**src/rtl/controller_poller_pkg.sv**
```systemverilog
// ---------------------------------------------------------------------------
// controller_pkg
// Shared definitions for the NES-style game pad poller and its consumers in
// sys_io: the width of the button word, the bit position of each button
// and the state encoding of the polling FSM.
// ---------------------------------------------------------------------------
package controller_pkg;

    // Number of bits shifted out of the pad on every transaction
    localparam int NUM_BUTTONS = 8;

    // Bit positions inside the published button word (1 = pressed)
    localparam int BTN_A      = 0;
    localparam int BTN_B      = 1;
    localparam int BTN_SELECT = 2;
    localparam int BTN_START  = 3;
    localparam int BTN_UP     = 4;
    localparam int BTN_DOWN   = 5;
    localparam int BTN_LEFT   = 6;
    localparam int BTN_RIGHT  = 7;

    // Polling FSM states
    typedef enum logic [2:0] {
        IDLE,
        LATCH,
        LOW,
        HIGH,
        DONE
    } poll_state_t;

endpackage

```
**src/rtl/controller_poller_sync_2ff.sv**
```systemverilog
// ---------------------------------------------------------------------------
// sync_2ff
// Generic two-flop synchronizer for bringing asynchronous signals into the
// clk_i domain. Both stages clear on a synchronous active-high reset.
//
// Ports:
//   clk_i  - destination clock
//   rst_i  - synchronous active-high reset
//   d_i    - asynchronous input
//   q_o    - synchronized output, two cycles of latency
// ---------------------------------------------------------------------------
module sync_2ff #(
    parameter int WIDTH = 1
) (
    input  logic             clk_i,
    input  logic             rst_i,
    input  logic [WIDTH-1:0] d_i,
    output logic [WIDTH-1:0] q_o
);

    logic [WIDTH-1:0] meta_q;
    logic [WIDTH-1:0] sync_q;

    // The first stage may go metastable; the second stage gives it a full
    // cycle to resolve before anything downstream looks at the value.
    always_ff @(posedge clk_i) begin
        if (rst_i) begin
            meta_q <= '0;
            sync_q <= '0;
        end else begin
            meta_q <= d_i;
            sync_q <= meta_q;
        end
    end

    assign q_o = sync_q;

endmodule

```
**src/rtl/controller_poller.sv**
```systemverilog
// ---------------------------------------------------------------------------
// controller_poller
// Polls an NES-style serial game pad and publishes one button word per
// transaction. A transaction pulses the pad latch for two half periods,
// then issues NUM_BUTTONS clock pulses (low half, high half), sampling the
// active-low serial data at the end of each low half. The result is
// published in a single DONE cycle together with the newly-pressed edges.
// Transactions start from a free-running poll timer or on force_poll_in.
//
// Ports:
//   clk_in          - system clock
//   rst_in          - synchronous active-high reset
//   chip_data_raw   - pad serial data, asynchronous, active-low
//   force_poll_in   - request an immediate poll (ignored while busy)
//   chip_latch_out  - pad latch, registered
//   chip_clk_out    - pad shift clock, registered, idles low
//   buttons_out     - current button state, 1 = pressed
//   pressed_out     - buttons newly pressed since the previous poll;
//                     qualify with valid_out
//   valid_out       - one-cycle strobe when a new sample is published
//   busy_out        - a transaction is in progress
// ---------------------------------------------------------------------------
module controller_poller
    import controller_pkg::*;
#(
    parameter int HALF_CYCLES = 600,
    parameter int POLL_CYCLES = 1666666
) (
    input  logic                   clk_in,
    input  logic                   rst_in,
    input  logic                   chip_data_raw,
    input  logic                   force_poll_in,
    output logic                   chip_latch_out,
    output logic                   chip_clk_out,
    output logic [NUM_BUTTONS-1:0] buttons_out,
    output logic [NUM_BUTTONS-1:0] pressed_out,
    output logic                   valid_out,
    output logic                   busy_out
);

    localparam int PHASE_W = $clog2(2 * HALF_CYCLES);
    localparam int TIMER_W = $clog2(POLL_CYCLES);

    localparam logic [PHASE_W-1:0] LATCH_LAST = PHASE_W'(2 * HALF_CYCLES - 1);
    localparam logic [PHASE_W-1:0] HALF_LAST  = PHASE_W'(HALF_CYCLES - 1);
    localparam logic [TIMER_W-1:0] TIMER_LAST = TIMER_W'(POLL_CYCLES - 1);
    localparam logic [2:0]         LAST_BIT   = 3'(NUM_BUTTONS - 1);

    poll_state_t            state_q, state_d;
    logic [PHASE_W-1:0]     phase_q, phase_d;
    logic [2:0]             bit_q, bit_d;
    logic [TIMER_W-1:0]     timer_q, timer_d;
    logic [NUM_BUTTONS-1:0] shift_q, shift_d;
    logic [NUM_BUTTONS-1:0] buttons_q, buttons_d;
    logic [NUM_BUTTONS-1:0] pressed_q, pressed_d;
    logic                   latch_q, latch_d;
    logic                   clk_q, clk_d;
    logic                   valid_q, valid_d;
    logic                   busy_q, busy_d;
    logic                   sync_data;
    logic                   trigger;

    // The pad data line is asynchronous to clk_in, so it is synchronized
    // before the FSM samples it.
    sync_2ff #(
        .WIDTH (1)
    ) u_sync (
        .clk_i (clk_in),
        .rst_i (rst_in),
        .d_i   (chip_data_raw),
        .q_o   (sync_data)
    );

    // The poll timer runs continuously, even during transactions, so the
    // poll rate stays locked to POLL_CYCLES regardless of forced polls.
    always_comb begin
        timer_d = timer_q + TIMER_W'(1);
        if (timer_q == TIMER_LAST) begin
            timer_d = '0;
        end
    end

    // A wrap and a force request in the same cycle still start only one
    // transaction because the trigger is only acted on in IDLE.
    assign trigger = (timer_q == TIMER_LAST) || force_poll_in;

    // Next-state logic. The phase counter restarts on every state change;
    // the sampled bit is captured on the last LOW cycle so the pad data has
    // had the whole low half to settle through the synchronizer. The result
    // is published on the transition into DONE so buttons_out and
    // pressed_out line up with the valid_out strobe.
    always_comb begin
        state_d   = state_q;
        phase_d   = phase_q + PHASE_W'(1);
        bit_d     = bit_q;
        shift_d   = shift_q;
        buttons_d = buttons_q;
        pressed_d = pressed_q;

        case (state_q)
            IDLE: begin
                phase_d = '0;
                if (trigger) begin
                    state_d = LATCH;
                    bit_d   = '0;
                end
            end
            LATCH: begin
                if (phase_q == LATCH_LAST) begin
                    state_d = LOW;
                    phase_d = '0;
                end
            end
            LOW: begin
                if (phase_q == HALF_LAST) begin
                    shift_d[bit_q] = ~sync_data;
                    state_d        = HIGH;
                    phase_d        = '0;
                end
            end
            HIGH: begin
                if (phase_q == HALF_LAST) begin
                    phase_d = '0;
                    bit_d   = bit_q + 3'd1;
                    if (bit_q == LAST_BIT) begin
                        state_d   = DONE;
                        buttons_d = shift_q;
                        pressed_d = shift_q & ~buttons_q;
                    end else begin
                        state_d = LOW;
                    end
                end
            end
            DONE: begin
                state_d = IDLE;
                phase_d = '0;
            end
            default: begin
                state_d = IDLE;
                phase_d = '0;
            end
        endcase
    end

    // Pad-facing and status outputs are decoded from the next state and
    // registered, so they are glitch-free and aligned with the state they
    // describe.
    always_comb begin
        latch_d = (state_d == LATCH);
        clk_d   = (state_d == HIGH);
        valid_d = (state_d == DONE);
        busy_d  = (state_d != IDLE);
    end

    // State and output registers. Reset aborts any transaction in flight
    // and returns everything to zero on the next cycle.
    always_ff @(posedge clk_in) begin
        if (rst_in) begin
            state_q   <= IDLE;
            phase_q   <= '0;
            bit_q     <= '0;
            timer_q   <= '0;
            shift_q   <= '0;
            buttons_q <= '0;
            pressed_q <= '0;
            latch_q   <= 1'b0;
            clk_q     <= 1'b0;
            valid_q   <= 1'b0;
            busy_q    <= 1'b0;
        end else begin
            state_q   <= state_d;
            phase_q   <= phase_d;
            bit_q     <= bit_d;
            timer_q   <= timer_d;
            shift_q   <= shift_d;
            buttons_q <= buttons_d;
            pressed_q <= pressed_d;
            latch_q   <= latch_d;
            clk_q     <= clk_d;
            valid_q   <= valid_d;
            busy_q    <= busy_d;
        end
    end

    assign chip_latch_out = latch_q;
    assign chip_clk_out   = clk_q;
    assign buttons_out    = buttons_q;
    assign pressed_out    = pressed_q;
    assign valid_out      = valid_q;
    assign busy_out       = busy_q;

endmodule

```
**config.mk**
```make
export PLATFORM = sky130hd
export DESIGN_NAME = controller_poller
export DESIGN_NICKNAME = d
export VERILOG_FILES = /design/src/rtl/controller_poller_pkg.sv /design/src/rtl/controller_poller_sync_2ff.sv /design/src/rtl/controller_poller.sv
export SDC_FILE = /design/constraint.sdc
export NUM_CORES = 1
export LEC_CHECK = 0
export BUFFER_PORTS_ARGS = -buffer_cell sky130_fd_sc_hd__buf_2
export CORE_MARGIN = 8
export CORE_UTILIZATION = 59
export CTS_CLUSTER_SIZE = 20
export DETAILED_ROUTE_END_ITERATION = 12
export PLACE_DENSITY_LB_ADDON = 0.15
export SYNTH_ARGS = -nofsm -noshare
export SYNTH_HDL_FRONTEND = slang
export SYNTH_SLANG_ARGS = --single-unit
export TNS_END_PERCENT = 5
```
**constraint.sdc**
```tcl
create_clock -name clk_in -period 2.05 [get_ports clk_in]
set_input_delay 0.3075 -clock clk_in [delete_from_list [all_inputs] [get_ports clk_in]]
set_output_delay 0.3075 -clock clk_in [all_outputs]
set_load 0.01 [all_outputs]
```
==> impl_metrics.ini, run 1 <==
[synthesis]
synth_cell_types = 41
syn_inst = 320
yosys_warnings = 0
netlist.area_leader.share_pct = 46.8
syn_area_um2 = 2910
synth_top_flop_cell = dfxtp_1
synthArstFlopShare_pct = 0
yosys-top-cells-area = dfxtp_1 47%, nor2_1 5.6%, nand2_1 5.0%, xor2_1 4.8%, xnor2_1 3.9%
synth-seq-cells = 68
synth-edff-count = 0
synth_largest_area_cell = dfxtp_1
synth_nets = 329
synth-seq-area-share_pct = 46.8
syn_area_per_cell_um2 = 9.08

[worst_setup_path]
endpoint_kind = flip-flop
startpoint_type = flip-flop
slowest_delay_ps = 450
crit_fanout = 11
path_delay_family = simple AND/OR/NAND/NOR gates
path_class = flip-flop to flip-flop
path_buf_inv = 0
cp_slowest_cell = a211o_1
cp.required_ps = 2320
cpMostUsedCell = and4_4
worstPathArrival_ps = 2170
crit_chain = ha_2, and4_4, and4_4, or3_1, a211o_1, nor2_1

[floorplan]
core_region_area_um2 = 4720
die_h_um = 86.2
rows = 25
die_w_um = 86.2
dieArea_um2 = 7430
initial_core_util_pct = 61.5
pin_count = 24

[global_route]
grt_util_all_layers_pct = 15.0
grt_pass1_vias = 1989
grt_pass1_wl_um = 8890
gr-total-overflow = 0
antenna_found_initial = 0
grt_max_degree = 42

[drt]
drc_errors = 0
wire_per_inst_um = 12.9
num_vias = 2185
totalWireLength_um = 5370
drt-pass1-iter-count = 4
first_iter_violations = 106
detail-route-antenna-nets = 0
viasPerCell = 5.24

[final_layout]
drive_gt1_share_pct = 16.9
fin_nets = 356
area_growth_syn_to_layout_pct = 13.6
fillers = 375
num_antenna_cells = 0

[timing]
slew_headroom_pct = 56.1
fin_crit_ps = 1900
slew_viol_final = 0
worst_pin_slew_ps = 658
hold_viol = 0
skew_ps = 7.30
setup_viol = 0
fmax_mhz = 526
setup_slack_ps = 148
finalCritPeriodShare_pct = 92.8
rsz0062_at_grt = true
fin_setup_tns_ps = 0

[clocking]
cts_made_buffers = 9
cts_buffer_depth = 2
clk_pin_slew_ps = 70
postCtsHoldBufs = 0
cts-root-buf = clkbuf_8
cts_sinks = 68
h-tree-depth = 3
clock_latency_ps = 330
cts_tree = yes

[power_and_ir_drop]
ir_drop_v = 0.000476
p_per_area_nw_per_um2 = 751
leakagePower_uw = 0.00126

[job]
cap_violations = 0

[outcome]
outcome = complete, no violations

[place]
io_buffer_count = 23
detailed_place_hpwl_um = 3630
dp_slack_ps = 81.4
globalplace.congestion = 0.825

[worst_hold_path]
min_path_type = input port to flip-flop
[metrics by stage]
step / instances / instance area, µm² / power (µW) / util, % / hold slack, ps
2_1_floorplan: 320 / 2910 / 1420 / - / 414
4_1_cts: 417 / 3280 / 2510 / 69.5 / 167
5_1_grt: 417 / 3300 / 2580 / 69.9 / 204
6_report: 417 / 3300 / 2480 / 69.9 / 177
3_3_place_gp: 403 / 3090 / 1440 / 65.5 / 425
3_5_place_dp: 403 / 3090 / 1440 / 65.5 / 435
[cell usage in the layout (no fill, tap or decap), types with 2 or more instances in the layout]
master and count:
o21ai_0 2, nor2_1 43, nand4_1 10, nor3_2 6, inv_1 9, buf_2 23
and4_4 2, mux2i_1 5, or3b_1 3, o41ai_1 3, buf_4 3, and4_1 3
xnor2_1 13, and3_1 5, nand2_1 39, or2_2 3, nor3_1 2, nand3_1 11
ha_1 4, xor2_1 16, dfxtp_1 68, a311oi_1 3, nand3b_1 10, clkbuf_8 11
nor4_1 2, nor2b_1 5, nand2b_1 5, a21oi_1 20
[final timing paths]
| check | start | end | slack (ps) | cells after the start |
|---|---|---|---|---|
| worst max-delay path | phase_q[0] | phase_q[9] | 150 | 6 |
| worst min-delay path | chip_data_raw | u_sync.meta_q | 180 | 2 |
| worst max register to register | phase_q[0] | phase_q[9] | 150 | 6 |
| worst min register to register | u_sync.meta_q | u_sync.q_o | 450 | 1 |
[cell families (layout without fill, tap and decap cells)]
kind of cell,count (synthesis),after routing,share of synthesized area (%)
simple gates,160,160,30.4
flops,68,68,46.8
compound gates,32,32,6.89
xor+xnor,29,29,8.74
buf+inv,21,51,3.27
fa+ha+maj,5,5,2.15
mux,5,5,1.72
[state kept, by name (all words and copies together), names as in the netlist]
signal	flops
busy_out	1
chip_clk_out	1
shift_q	8
phase_q	11
u_sync.meta_q	1
bit_q	3
state_q	3
u_sync.q_o	1
valid_out	1
timer_q	21
pressed_out	8
buttons_out	8
chip_latch_out	1
[synthesized netlist by cell type (2+ instances only)]
| cell type | count |
|---|---|
| and4_1 | 3 |
| or3b_1 | 3 |
| xnor2_1 | 13 |
| o41ai_1 | 3 |
| ha_1 | 5 |
| nand4_1 | 10 |
| or2_2 | 3 |
| nor3_2 | 6 |
| nand3b_1 | 10 |
| and3_1 | 5 |
| nor4_1 | 3 |
| inv_1 | 9 |
| nor2_1 | 43 |
| nor3_1 | 2 |
| a311oi_1 | 3 |
| nand2b_1 | 5 |
| mux2i_1 | 5 |
| nand2_1 | 39 |
| clkbuf_1 | 4 |
| xor2_1 | 16 |
| a21oi_1 | 20 |
| or3_1 | 2 |
| and4_4 | 2 |
| buf_2 | 7 |
| nand3_1 | 11 |
| dfxtp_1 | 68 |
| o21ai_0 | 2 |
| nor2b_1 | 5 |
[repair_timing]
item	4_1_cts	5_1_grt
buffers inserted	0	0
endpoints found under the setup margin	0	39
resized for setup	0	4
[metal layers]
| layer | vias up | GRT usage, % | part of all wire (%) | wire length [µm] |
|---|---|---|---|---|
| li1 | 1152 | - | - | - |
| met1 | 990 | 17.9 | 48 | 2580 |
| met2 | 33 | 23.8 | 46 | 2460 |
| met3 | 10 | 3.69 | 4.1 | 220 |
| met4 | 0 | 8.92 | 1.9 | 104 |
| met5 | - | 0 | 0 | 0 |
[power by group]
part / switching (µW) / internal (µW) / leakage, µW / total [µW]
combinational: 39.0 / 27.0 / 0.000608 / 66.0
clock: 451 / 613 / 0.0000983 / 1060
sequential: 14.2 / 1330 / 0.000550 / 1350
total: 504 / 1970 / 0.00126 / 2480
[area by class of cell]
type                    instances  area, µm²  area share (%)
well taps                      67       83.8            2.54
repair buffers                 28        169            5.12
inverters                       9       33.8            1.02
clock buffers                  12        155            4.70
multi-input cells             231       1460            44.3
flip-flops and latches         68       1360            41.2
clock inverters                 2       35.0            1.06
[worst register-to-register path: stages, from the launching register on]
cell	delay, ps
dfxtp_1	340
ha_2	220
and4_4	200
and4_4	180
or3_1	300
a211o_1	450
nor2_1	150
(Power assumes the default switching activity.)
==> run 2, diff against run 1 <==
CORE_MARGIN = 1   (was 8)
CTS_CLUSTER_SIZE = 14   (was 20)
==> impl_metrics.ini, run 2 (synthesis gave the netlist of run 1 again) <==
[outcome]
outcome = complete, no violations

[worst_setup_path]
cp.required_ps = 2330
reg2reg_depth = 6
crit_fanout = 11
reg2reg_from = phase_q[0]
cpMostUsedCell = and4_4
worstPathArrival_ps = 2210
reg2reg_slack_ps = 120
cp_slowest_cell = a211o_2
path_class = flip-flop to flip-flop
path_delay_family = simple AND/OR/NAND/NOR gates
path_buf_inv = 0
startpoint_type = flip-flop
crit_chain = ha_1, and4_4, and4_4, or3_1, a211o_2, nor2_1
slowest_delay_ps = 440
timing.rr.end = phase_q[2]
endpoint_kind = flip-flop

[place]
globalplace.congestion = 0.852
dp_slack_ps = 96.6
io_buffer_count = 23
dp.cells = 405
detailed_place_hpwl_um = 3630

[timing]
setup_slack_ps = 117
fin_setup_tns_ps = 0
skew_ps = 6.35
finalCritPeriodShare_pct = 94.3
slew_viol_final = 0
slew_headroom_pct = 67.7
rsz0062_at_grt = true
worst_pin_slew_ps = 478
fin_crit_ps = 1930
setup_viol = 0
hold_viol = 0
hold_ws_ps = 176
fmax_mhz = 517

[floorplan]
pin_count = 24
rows = 25
core_region_area_um2 = 4720
die_w_um = 72.2
dieArea_um2 = 5210
die_h_um = 72.2
initial_core_util_pct = 61.5

[final_layout]
drive_gt1_share_pct = 16.3
regArea_um2 = 1360
largest-register = timer_q
multi_input_area_um2 = 1460
area_growth_syn_to_layout_pct = 12.4
num_antenna_cells = 0
final_common_cell = dfxtp_1
utilization_pct = 69.2
fillers = 388
fin_nets = 358
final_cell_mix = 68 x dfxtp_1, 43 x nor2_1, 39 x nand2_1, 23 x buf_2, 20 x a21oi_1
reg_top3 = timer_q: 21 flops, phase_q: 11 flops
largest_reg_flops = 21
layoutNonFillerInstCount = 417

[drt]
first_iter_violations = 122
wl_met2_um = 2450
drt-met1-wl_um = 2410
drt-pass1-iter-count = 6
num_vias = 2212
highest_layer = met4
viasPerCell = 5.30
drc_errors = 0
totalWireLength_um = 5170
wl_met3_um = 260
wire_per_inst_um = 12.4
detail-route-antenna-nets = 0

[clocking]
h-tree-depth = 3
clock_latency_ps = 340
clk_pin_slew_ps = 60
cts_sinks = 68
postCtsHoldBufs = 0
cts_made_buffers = 9
cts_tree = yes
cts-root-buf = clkbuf_8
cts_buffer_depth = 2

[global_route]
grt_max_degree = 27
grt_pass1_vias = 2003
gr-total-overflow = 0
antenna_found_initial = 0
grt_pass1_wl_um = 8710
grt_util_all_layers_pct = 22.0

[worst_hold_path]
hp-start = chip_data_raw
min_to = u_sync.meta_q
min_path_type = input port to flip-flop
whs_path_depth = 2

[job]
cap_violations = 0

[power_and_ir_drop]
p_per_area_nw_per_um2 = 703
ir_drop_v = 0.000576
leakagePower_uw = 0.00124
-- run 2: cell count changes in the layout (fill, tap and decap cells not counted), sizes merged --
cell	previous run	this run
bufinv	1	0
buf	28	30
clkinv	1	0
-- run 2: worst register-to-register path, stage by stage (launching register included) --
cell,delay [ps]
dfxtp_1,330
ha_1,260
and4_4,220
and4_4,190
or3_1,300
a211o_2,440
nor2_1,140
-- run 2: cell type report --
class	instances	share of cell area, %
multi-input combinational	231	44.8
sequential	68	41.7
timing repair buffer	30	5.52
clock buffer	12	4.44
tap	67	2.57
inverter	9	1.03
-- run 2: timing repair --
action	in CTS	in global routing
endpoints found under the setup margin	0	18
setup buffers	0	0
gates resized for setup	0	3
-- run 2: power by group --
| part | switching (µW) | internal (µW) |
|---|---|---|
| Sequential | 13.8 | 1330 |
| Combinational | 39.9 | 29.4 |
| Clock | 435 | 446 |
-- run 2: how the worst max path moves through the flow --
| stage | slack (ps) | startpoint | end | depth (start not counted) |
|---|---|---|---|---|
| after floorplan | 230 | phase_q[0] | buttons_out[0] | 8 |
| after detailed placement | 100 | phase_q[0] | pressed_out[7] | 6 |
| after global placement | 170 | phase_q[0] | buttons_out[7] | 6 |
| after CTS | 80 | phase_q[0] | pressed_out[7] | 6 |
| final | 120 | phase_q[0] | phase_q[2] | 6 |
| after global routing | -50 | phase_q[0] | shift_q[0] | 6 |
-- run 2: metal layers --
layer | track usage [%] | vias to the layer above
li1 | - | 1154
met1 | 25.7 | 1008
met2 | 35.2 | 45
met3 | 9.03 | 5
met4 | 10.0 | 0
met5 | 0 | -
-- run 2: through the flow --
| stage | total power (µW) | area [µm²] |
|---|---|---|
| detailed placement | 1450 | 3110 |
| floorplan | 1420 | 2910 |
| global placement | 1450 | 3110 |
| global route | 2400 | 3270 |
| CTS | 2320 | 3250 |
| finish | 2300 | 3270 |
